[src/rtl/i2c_seq_pkg.sv]
// i2c_seq_pkg: shared types for the I2C command sequencer.
//   seq_state_e : sequencer FSM encoding (IDLE, ISSUE, WAIT_DONE, RESP)
//   CMD_W       : queued command width, {rw, dev7, inner8, data8}
//   cmd_t       : packed view of one queued command
package i2c_seq_pkg;

  typedef enum logic [1:0] {
    IDLE      = 2'd0,
    ISSUE     = 2'd1,
    WAIT_DONE = 2'd2,
    RESP      = 2'd3
  } seq_state_e;

  localparam int CMD_W = 24;

  typedef struct packed {
    logic       rw;
    logic [6:0] dev;
    logic [7:0] inner;
    logic [7:0] data;
  } cmd_t;

endpackage

[src/rtl/i2c_cmd_fifo.sv]
// i2c_cmd_fifo: DEPTH x W command queue with registered full/empty flags.
//   clk, rst_n      : clock, async active-low reset
//   push_i, wdata_i : write strobe and data (ignored while full)
//   pop_i           : read strobe (ignored while empty)
//   rdata_o         : head entry (valid while !empty_o)
//   full_o, empty_o : registered occupancy flags
// Pointers carry one extra wrap bit: equal pointers mean empty, pointers that
// differ only in the wrap bit mean full.
module i2c_cmd_fifo
  import i2c_seq_pkg::*;
#(
  parameter int DEPTH = 4,
  parameter int W     = CMD_W
) (
  input  logic         clk,
  input  logic         rst_n,
  input  logic         push_i,
  input  logic [W-1:0] wdata_i,
  input  logic         pop_i,
  output logic [W-1:0] rdata_o,
  output logic         full_o,
  output logic         empty_o
);

  localparam int AW = $clog2(DEPTH);

  logic [W-1:0] mem_q [DEPTH];
  logic [AW:0]  wptr_q, wptr_d, rptr_q, rptr_d;
  logic         full_q, full_d, empty_q, empty_d;
  logic         do_push, do_pop;

  assign do_push = push_i & ~full_q;
  assign do_pop  = pop_i & ~empty_q;

  always_comb begin
    wptr_d  = wptr_q + (AW+1)'(do_push);
    rptr_d  = rptr_q + (AW+1)'(do_pop);
    empty_d = (wptr_d == rptr_d);
    full_d  = (wptr_d[AW] != rptr_d[AW]) && (wptr_d[AW-1:0] == rptr_d[AW-1:0]);
  end

  always_ff @(posedge clk or negedge rst_n) begin
    if (!rst_n) begin
      wptr_q  <= '0;
      rptr_q  <= '0;
      full_q  <= 1'b0;
      empty_q <= 1'b1;
    end else begin
      wptr_q  <= wptr_d;
      rptr_q  <= rptr_d;
      full_q  <= full_d;
      empty_q <= empty_d;
    end
  end

  // Storage needs no reset; the pointers define which entries are live.
  always_ff @(posedge clk) begin
    if (do_push) mem_q[wptr_q[AW-1:0]] <= wdata_i;
  end

  assign rdata_o = mem_q[rptr_q[AW-1:0]];
  assign full_o  = full_q;
  assign empty_o = empty_q;

endmodule

[src/rtl/i2c_cmd_sequencer.sv]
// i2c_cmd_sequencer: queues host I2C transactions and issues them one at a
// time to the i2cSend engine, returning one response per transaction in order.
//   Host command : cmd_valid/cmd_ready, cmd_rw, cmd_dev_addr, cmd_inner_addr, cmd_wdata
//   To i2cSend   : send_enable, dev_addr, dev_inner_addr, send_data, rw
//   From i2cSend : send_done (level), read_data_in
//   Response     : rsp_valid/rsp_ready, rsp_rw, rsp_data, rsp_err
//   Status       : busy (queue non-empty or FSM not IDLE)
//   clk, rst     : clock, async active-low reset
// Optional build macro I2C_SEQ_TIMEOUT_EN: abort WAIT_DONE after TIMEOUT
// cycles without a send_done rising edge, reporting rsp_err=1. Without it
// WAIT_DONE waits indefinitely and rsp_err is constant 0.
module i2c_cmd_sequencer
  import i2c_seq_pkg::*;
#(
  parameter int DEPTH   = 4,
  parameter int TIMEOUT = 4096
) (
  input  logic       clk,
  input  logic       rst,
  input  logic       cmd_valid,
  output logic       cmd_ready,
  input  logic       cmd_rw,
  input  logic [6:0] cmd_dev_addr,
  input  logic [7:0] cmd_inner_addr,
  input  logic [7:0] cmd_wdata,
  output logic       send_enable,
  output logic [6:0] dev_addr,
  output logic [7:0] dev_inner_addr,
  output logic [7:0] send_data,
  output logic       rw,
  input  logic       send_done,
  input  logic [7:0] read_data_in,
  output logic       rsp_valid,
  input  logic       rsp_ready,
  output logic       rsp_rw,
  output logic [7:0] rsp_data,
  output logic       rsp_err,
  output logic       busy
);

  if (DEPTH < 2 || (DEPTH & (DEPTH - 1)) != 0 || TIMEOUT < 2 || TIMEOUT > 65536) begin : g_bad_param
    $error("i2c_cmd_sequencer: DEPTH must be a power of two >= 2, TIMEOUT in [2,65536]");
  end

  seq_state_e state_q;
  cmd_t       wr_cmd, head;
  logic       fifo_full, fifo_empty, pop;
  logic       send_enable_q, rw_q, rsp_valid_q, rsp_rw_q, rsp_err_q, done_prev_q;
  logic [6:0] dev_addr_q;
  logic [7:0] inner_q, data_q, rsp_data_q;
  logic       done_edge, tmo_hit, next_ok;

  assign wr_cmd = '{rw: cmd_rw, dev: cmd_dev_addr, inner: cmd_inner_addr, data: cmd_wdata};

  i2c_cmd_fifo #(.DEPTH(DEPTH), .W(CMD_W)) u_fifo (
    .clk     (clk),
    .rst_n   (rst),
    .push_i  (cmd_valid),
    .wdata_i (wr_cmd),
    .pop_i   (pop),
    .rdata_o (head),
    .full_o  (fifo_full),
    .empty_o (fifo_empty)
  );

  // Next head is taken from IDLE, or directly from RESP on the response
  // handshake so back-to-back transactions do not pass through IDLE.
  assign next_ok   = (state_q == IDLE) || (state_q == RESP && rsp_ready);
  assign pop       = next_ok & ~fifo_empty;
  // A level already high when WAIT_DONE begins is not a completion.
  assign done_edge = send_done & ~done_prev_q;

`ifdef I2C_SEQ_TIMEOUT_EN
  localparam logic [15:0] TMO_LAST = 16'(TIMEOUT - 1);
  logic [15:0] tmo_cnt_q;

  // Cleared during ISSUE so it reads 0 on the first WAIT_DONE cycle.
  always_ff @(posedge clk or negedge rst) begin
    if (!rst)                     tmo_cnt_q <= '0;
    else if (state_q == ISSUE)    tmo_cnt_q <= '0;
    else if (state_q == WAIT_DONE) tmo_cnt_q <= tmo_cnt_q + 16'd1;
  end

  assign tmo_hit = (state_q == WAIT_DONE) && (tmo_cnt_q == TMO_LAST);
`else
  assign tmo_hit = 1'b0;
`endif

  always_ff @(posedge clk or negedge rst) begin
    if (!rst) begin
      state_q       <= IDLE;
      send_enable_q <= 1'b0;
      dev_addr_q    <= '0;
      inner_q       <= '0;
      data_q        <= '0;
      rw_q          <= 1'b0;
      rsp_valid_q   <= 1'b0;
      rsp_rw_q      <= 1'b0;
      rsp_data_q    <= '0;
      rsp_err_q     <= 1'b0;
      done_prev_q   <= 1'b0;
    end else begin
      done_prev_q <= send_done;
      case (state_q)
        IDLE: begin
          if (!fifo_empty) begin
            dev_addr_q    <= head.dev;
            inner_q       <= head.inner;
            data_q        <= head.data;
            rw_q          <= head.rw;
            send_enable_q <= 1'b1;
            state_q       <= ISSUE;
          end
        end
        ISSUE: state_q <= WAIT_DONE;
        WAIT_DONE: begin
          if (done_edge) begin
            send_enable_q <= 1'b0;
            rsp_valid_q   <= 1'b1;
            rsp_rw_q      <= rw_q;
            rsp_data_q    <= rw_q ? read_data_in : 8'h00;
            rsp_err_q     <= 1'b0;
            state_q       <= RESP;
          end else if (tmo_hit) begin
            send_enable_q <= 1'b0;
            rsp_valid_q   <= 1'b1;
            rsp_rw_q      <= rw_q;
            rsp_data_q    <= 8'h00;
            rsp_err_q     <= 1'b1;
            state_q       <= RESP;
          end
        end
        RESP: begin
          if (rsp_ready) begin
            rsp_valid_q <= 1'b0;
            rsp_err_q   <= 1'b0;
            if (!fifo_empty) begin
              dev_addr_q    <= head.dev;
              inner_q       <= head.inner;
              data_q        <= head.data;
              rw_q          <= head.rw;
              send_enable_q <= 1'b1;
              state_q       <= ISSUE;
            end else begin
              state_q <= IDLE;
            end
          end
        end
        default: state_q <= IDLE;
      endcase
    end
  end

  assign cmd_ready      = ~fifo_full;
  assign send_enable    = send_enable_q;
  assign dev_addr       = dev_addr_q;
  assign dev_inner_addr = inner_q;
  assign send_data      = data_q;
  assign rw             = rw_q;
  assign rsp_valid      = rsp_valid_q;
  assign rsp_rw         = rsp_rw_q;
  assign rsp_data       = rsp_data_q;
  assign rsp_err        = rsp_err_q;
  assign busy           = ~fifo_empty | (state_q != IDLE);

endmodule
[config.mk]
export PLATFORM = sky130hd
export DESIGN_NAME = i2c_cmd_sequencer
export DESIGN_NICKNAME = d
export VERILOG_FILES = /design/src/rtl/i2c_seq_pkg.sv /design/src/rtl/i2c_cmd_fifo.sv /design/src/rtl/i2c_cmd_sequencer.sv
export SDC_FILE = /design/constraint.sdc
export NUM_CORES = 1
export LEC_CHECK = 0
export ABC_AREA = 1
export BUFFER_PORTS_ARGS = -buffer_cell sky130_fd_sc_hd__clkbuf_2
export CORE_ASPECT_RATIO = 0.8
export CORE_MARGIN = 1
export CORE_UTILIZATION = 52
export CTS_CLUSTER_SIZE = 28
export DETAILED_ROUTE_END_ITERATION = 7
export GPL_TIMING_DRIVEN = 1
export PLACE_DENSITY_LB_ADDON = 0.25
export SLEW_MARGIN = 20
export SYNTH_ARGS = -nofsm -noshare
export SYNTH_HDL_FRONTEND = slang
export SYNTH_SLANG_ARGS = --single-unit
export TNS_END_PERCENT = 100
[constraint.sdc]
create_clock -name clk -period 2.78 [get_ports clk]
set_clock_uncertainty 0.15 [all_clocks]
set_input_delay 0.278 -clock clk [delete_from_list [all_inputs] [get_ports clk]]
set_output_delay 0.278 -clock clk [all_outputs]
set_load 0.02 [all_outputs]
# Yosys cells after proc, flatten, opt, wreduce, memory -nomap -nowiden
# Memory sizes are Yosys's and may differ from the RTL's.
# Index checks and enable logic that the tools add are counted.
[totals] ff_bits=47 wordCells=76 n_memories=1 ramBits=96 out_inout_bits=38
[op_classes] muxes=28 addsub=2 n_reduce_logical=13 bitwise=8 eq_ne=9
[mem_list] name="u_fifo.mem_q" words=4 width=24 rd=1 rd_ports_with_merged_regs=0 wr=1 line_no="i2c_cmd_fifo.sv:27" source="logic [W-1:0] mem_q [DEPTH];"
[ops] cell="$mux W8" n=5
[ops] cell="$pmux W8 S2" n=2
[ops] cell="$mux W7" n=2
[ops] cell="$pmux W7 S2" n=1
[ops] cell="$mux W1" n=10
[ops] cell="$reduce_and A3 Y1" n=3
[ops] cell="$pmux W2 S4" n=1
[ops] cell="$add A3 B1 Y3" n=2
[ops] cell="$mux W2" n=3
[ops] cell="$ne A2 B2 Y1 const B" n=3
[ops] cell="$pmux W1 S2" n=3
[ops] cell="$reduce_bool A2 Y1" n=3
[ops] cell="$and A1 B1 Y1" n=4
[ops] cell="$eq A2 B2 Y1 const B" n=2
[ops] cell="$reduce_and A2 Y1" n=2
[ops] cell="$eq A3 B3 Y1" n=1
[ops] cell="$not A1 Y1" n=3
[ops] cell="$pmux W1 S3" n=1
[ops] cell="$reduce_bool A3 Y1" n=1
[ops] cell="$eq A2 B1 Y1 const B" n=1
[ops] cell="$eq A2 B2 Y1" n=1
[ops] cell="$logic_and A1 B1 Y1" n=2
[ops] cell="$logic_not A2 Y1" n=1
[ops] cell="$logic_or A1 B1 Y1" n=1
[ops] cell="2 further kinds" n=2

# Depth between registers and ports, before layout
[depth] depth_word=8 mapped_depth=12

# By module
# From an unflattened synthesis, not the netlist that was laid out.
[unflattened] cells_unflattened=524 hier_area_um2=5973.2
[modules_own_cells] mod="i2c_cmd_fifo" cells_per_inst=330 n_inst=1 area_per_inst_um2=4275.4
[modules_own_cells] mod="i2c_cmd_sequencer" cells_per_inst=194 n_inst=1 area_per_inst_um2=1697.9

# Worst setup path before layout
# No wires, ideal clock.
[synth_path] path_kind="register -> register" start="register u_fifo.full_q, in the netlist u_fifo.full_o" end="memory u_fifo.mem_q[0][0] (netlist bit) (enable)" required_ns=2.195 path_slack_ns=-0.128 synth_period_minus_slack_ns=2.908 setup_ns=0.435 path_stages_with_launch=4 t_arrival_ns=2.323 path_buffers=0 path_cell_list="dfrtp_1 -> inv_1 -> nand2_1 -> nor3_1"
[synth_between] elab_chain_len=4
[synth_lines] item="start, declared" line_no="i2c_cmd_fifo.sv:29" source="logic full_q, full_d, empty_q, empty_d;"
[synth_lines] item="start signal, assigned" line_no="i2c_cmd_fifo.sv:51" source="full_q <= full_d;"
[synth_lines] item="$not A1 Y1"
[synth_lines] item="named net cmd_ready" line_no="i2c_cmd_sequencer.sv:21" source="output logic cmd_ready,"
[synth_lines] item="$and A1 B1 Y1" line_no="i2c_cmd_fifo.sv:32" source="assign do_push = push_i & ~full_q;"
[synth_lines] item="$mux W1" line_no="i2c_cmd_fifo.sv:58" source="if (do_push) mem_q[wptr_q[AW-1:0]] <= wdata_i;"
[synth_lines] item="$mux W1 (not written as such)" line_no="i2c_cmd_fifo.sv:58"
[synth_lines] item="end, declared" line_no="i2c_cmd_fifo.sv:27"
# The timed path passes the listed nets, and every way through them passes these cells.

# Worst setup path in the final report
[layout_path] start="register state_q[0]" end="register u_fifo.full_q, in the netlist u_fifo.full_o"
[layout_between] elab_chain_len=8
[layout_lines] item="start, declared" line_no="i2c_cmd_sequencer.sv:45" source="seq_state_e state_q;"
[layout_lines] item="start signal, assigned" line_no="i2c_cmd_sequencer.sv:91" source="state_q <= IDLE;"
[layout_lines] item="start signal, assigned" line_no="i2c_cmd_sequencer.sv:112" source="state_q <= ISSUE;"
[layout_lines] item="start signal, assigned" line_no="i2c_cmd_sequencer.sv:115" source="ISSUE: state_q <= WAIT_DONE;"
[layout_lines] item="$eq A2 B2 Y1" line_no="i2c_cmd_sequencer.sv:68" source="assign next_ok = (state_q == IDLE) || (state_q == RESP && rsp_ready);"
[layout_lines] item="$logic_and A1 B1 Y1" line_no="i2c_cmd_sequencer.sv:68"
[layout_lines] item="$logic_or A1 B1 Y1 *" line_no="i2c_cmd_sequencer.sv:68"
[layout_lines] item="$and A1 B1 Y1 *" line_no="i2c_cmd_sequencer.sv:69" source="assign pop = next_ok & ~fifo_empty;"
[layout_lines] item="$and A1 B1 Y1 *" line_no="i2c_cmd_fifo.sv:33" source="assign do_pop = pop_i & ~empty_q;"
[layout_lines] item="$add A3 B1 Y3 *" line_no="i2c_cmd_fifo.sv:37" source="rptr_d = rptr_q + (AW+1)'(do_pop);"
[layout_lines] item="named net u_fifo.rptr_d[2]" line_no="i2c_cmd_fifo.sv:28" source="logic [AW:0] wptr_q, wptr_d, rptr_q, rptr_d;"
[layout_lines] item="$ne A1 B1 Y1 *" line_no="i2c_cmd_fifo.sv:39" source="full_d = (wptr_d[AW] != rptr_d[AW]) && (wptr_d[AW-1:0] == rptr_d[AW-1:0]);"
[layout_lines] item="$logic_and A1 B1 Y1 *" line_no="i2c_cmd_fifo.sv:39"
[layout_lines] item="named net u_fifo.full_d" line_no="i2c_cmd_fifo.sv:29"
# Mark *: on every way through the listed nets, which the timed path passes. The rest lies on a longest branch.
# A chain may end at the register's enable or synchronous reset.

==> impl_metrics.ini <==
[pwr]
p_switching_mw = 3.181
power.share.combinational = 0.341
internal-power_mw = 5.705
power.density_nw_per_um2 = 1171
seq_power_share = 0.353
max-vdd-ir-drop_mv = 0.6227
share_clk_of_total_power = 0.306
p_leak_nw = 3.759
p_sw_frac = 0.3580

[cts]
htree_levels = 4
cts_resized = 0
clk_pin_slew_worst_paths_ps = 60
cts.hold.buffers_added = 34
worstSkewPairLatency_ps = 420
clkSinkCount = 142
cts_inserted_buffers = 17
ctsRootBufferMaster = clkbuf_16
cts_tree = built
cts_buffer_depth = 2
postCtsSetupRepairBufs = 0

[synth]
synth.most_common_cell = nand2_1
synth_compound_gate_area_share = 0.01037
synth-xor-area-share = 0.007257
synth_enable_flop_cells = 96
synthesis.yosys.warnings = 0
post_synth_most_frequent_cells = nand2_1 (232), inv_1 (114), edfxtp_1 (96)
syn-mean-instance-area_um2 = 9.909
synth_nets = 655
syn_inst = 609
syn-cell-area_um2 = 6035
async_reset_ff_frac = 0.3239
post_synth_top_area_cell = edfxtp_1
sequential_fraction_of_the_synthesis_area = 0.6687
synth-simple-area-share = 0.2019
post_synth_fa_ha_maj_area_fraction = 0.01866
synth.top_cell.area_share = 0.4777
synth-seq-cells = 142
synth.area.mux_share = 0
synth_top_family_by_area = simple AND/OR/NAND/NOR gates
synthTopCellsByArea = edfxtp_1 (48%), dfrtp_1 (19%), nand2_1 (14%), inv_1 (7.1%), nand3_1 (4.6%)
synth_cell_type_count = 22
dominantRegCellSynth = edfxtp_1

[setup_path]
critical_path_arrival_ps = 2320
setup.reg_to_reg.worst_slack_ps = 620
critical_path_required_ps = 2940
critPathMaxFanout = 5
crit_path_end_kind = flip-flop
critical_path.startpoint_type = flip-flop
setup.worst_path.class = flip-flop to flip-flop

[layout]
final_net_count = 767
finalInstanceArea_um2 = 7589
post_layout_nonfiller_instances = 878
final_layout_size_suffix_gt1_frac = 0.1635
antenna_cells_inserted = 0
flow.area_growth_from_synthesis_pct = 25.75

[timing]
whs_ps = 178.3
report.final.slew_viol_count = 0
slew_headroom = 0.3830
setup_viol_count_final = 0
maxClockFrequency_mhz = 462.2
rsz_0062_raised_after_global_routing = no
min_period_ps = 2164
finalCritPeriodShare = 0.7783
final.setup.worst_slack_ps = 616.2
fin_setup_tns_ps = 0
timing_hold_violations_final = 0
timing_worst_slew_pin_value_ps = 924.5

[hold_path]
hold_class = input pin to flip-flop

[placed_design]
finalWeightedCongestion = 0.7821
postPlaceCellArea_um2 = 6538
dp_worst_setup_slack_ps = 710.4
numPlacedInstances = 812
buffer_ports.inserted = 73
dp_hpwl_mm = 7.112

[floorplanning]
die_height_um = 98.36
die_area_um2 = 12040
core_area_um2 = 11100
die_width_um = 122.4
initial_utilization = 0.5435
design.portCount = 75
site_row_count = 34

[drt]
routed-via-count = 4308
wire_per_inst_um = 14.50
post-route-drc-count = 0
detailedRoute.firstPassIterationCount = 5
drtAntennaViolNets = 0
postRouteWirelength_mm = 12.73
routed_via_density = 4.907
drt_iter0_markers = 324

[global_routing]
grt_start_max_net_pins = 49
grt_overflow_total = 0
global_route.usage.total = 0.2320
grt_first_pass_wirelength_mm = 20.70
antenna_found_initial = 0
first_global_vias = 4379

[run]
max_cap_viol_count = 0

[outcome]
status = finished, final reports clean
[layout make-up]
cell class	count	area, um^2
inverter	116	435.4
multi-input combinational	329	1461
tap	144	180.2
timing repair buffer	115	765.7
clock inverter	12	264.0
fill	826	3515
sequential	142	4035
clock buffer	20	446.7
[cells by family (layout without fill, tap and decap cells)]
kind of cell	Yosys count	count (layout)
AO/OA/AOI/OAI	12	12
XOR/XNOR	5	5
adder cells (fa/ha/maj)	9	9
buffers and inverters	138	263
flip-flops	142	142
other	1	1
AND/OR/NAND/NOR	302	302
[power by group through the flow]
stage | clock (mW) | sequential (mW) | combinational (mW)
5_1_grt | 2.85 | 3.21 | 3.39
4_1_cts | 2.75 | 3.14 | 3.04
6_report | 2.72 | 3.14 | 3.03
3_5_place_dp | 0 | 3.17 | 2.95
2_1_floorplan | 0 | 3.42 | 1.87
3_3_place_gp | 0 | 3.15 | 2.88
[metal layers]
| layer | part of all wire | up-vias | wire length (um) | global-route usage |
|---|---|---|---|---|
| met3 | 0.070 | 17 | 894 | 0.06425 |
| met4 | 0.015 | 0 | 193 | 0.08443 |
| li1 | - | 2108 | - | - |
| met5 | 0 | - | 0 | 0 |
| met2 | 0.49 | 137 | 6206 | 0.3946 |
| met1 | 0.43 | 2046 | 5436 | 0.2813 |
[per-stage QoR]
step	util	power [mW]
floorplan	-	5.289
global placement	0.5888	6.025
detailed placement	0.5888	6.126
CTS	0.6835	8.931
global route	0.6835	9.448
finish	0.6835	8.885
[flip-flops by register name (all words and copies together), names as in the netlist]
signal and flops:
u_fifo.mem_q 96, dev_inner_addr 8, rsp_data 8, send_data 8, dev_addr 7, u_fifo.rptr_q 3, u_fifo.wptr_q 3, state_q 2
done_prev_q 1, rsp_rw 1, rsp_valid 1, rw 1, send_enable 1, u_fifo.empty_o 1, u_fifo.full_o 1
[path summary, 6_finish.rpt]
check | cells past startpoint | from | endpoint
max | 12 | state_q[0]$_DFFE_PN0P_ | u_fifo.full_o$_DFF_PN0_
max in group asynchronous | 3 | rst | u_fifo.empty_o$_DFF_PN1_
min | 5 | rsp_ready | state_q[1]$_DFFE_PN0P_
min in group asynchronous | 2 | rst | rsp_data[3]$_DFFE_PN0P_
max reg2reg | 12 | state_q[0]$_DFFE_PN0P_ | u_fifo.full_o$_DFF_PN0_
min reg2reg | 2 | dev_inner_addr[0]$_DFFE_PN0P_ | dev_inner_addr[0]$_DFFE_PN0P_
[critical path, cell delays in order, from the launching register on]
cell and delay [ps]:
dfrtp_1 420, inv_1 110, ha_1 250, a21oi_1 180
nor2_1 80, ha_1 200, ha_1 230, nand2_1 70
inv_1 30, nor2_1 150, nand2_1 70, nand2_1 70
nor2_1 40
[cell usage in the layout (no fill, tap or decap), types with 3 or more instances in the layout]
| master | n |
|---|---|
| clkbuf_2 | 73 |
| nor2_1 | 8 |
| buf_4 | 8 |
| nand3_1 | 55 |
| dlygate4sd3_1 | 34 |
| clkbuf_16 | 17 |
| o21ai_0 | 8 |
| nand2_1 | 232 |
| dfrtp_1 | 45 |
| xnor2_1 | 4 |
| bufinv_16 | 8 |
| nor3_2 | 5 |
| ha_1 | 9 |
| a21oi_1 | 3 |
| inv_1 | 114 |
| edfxtp_1 | 96 |
Note: power is estimated with default switching activity, not from simulation.
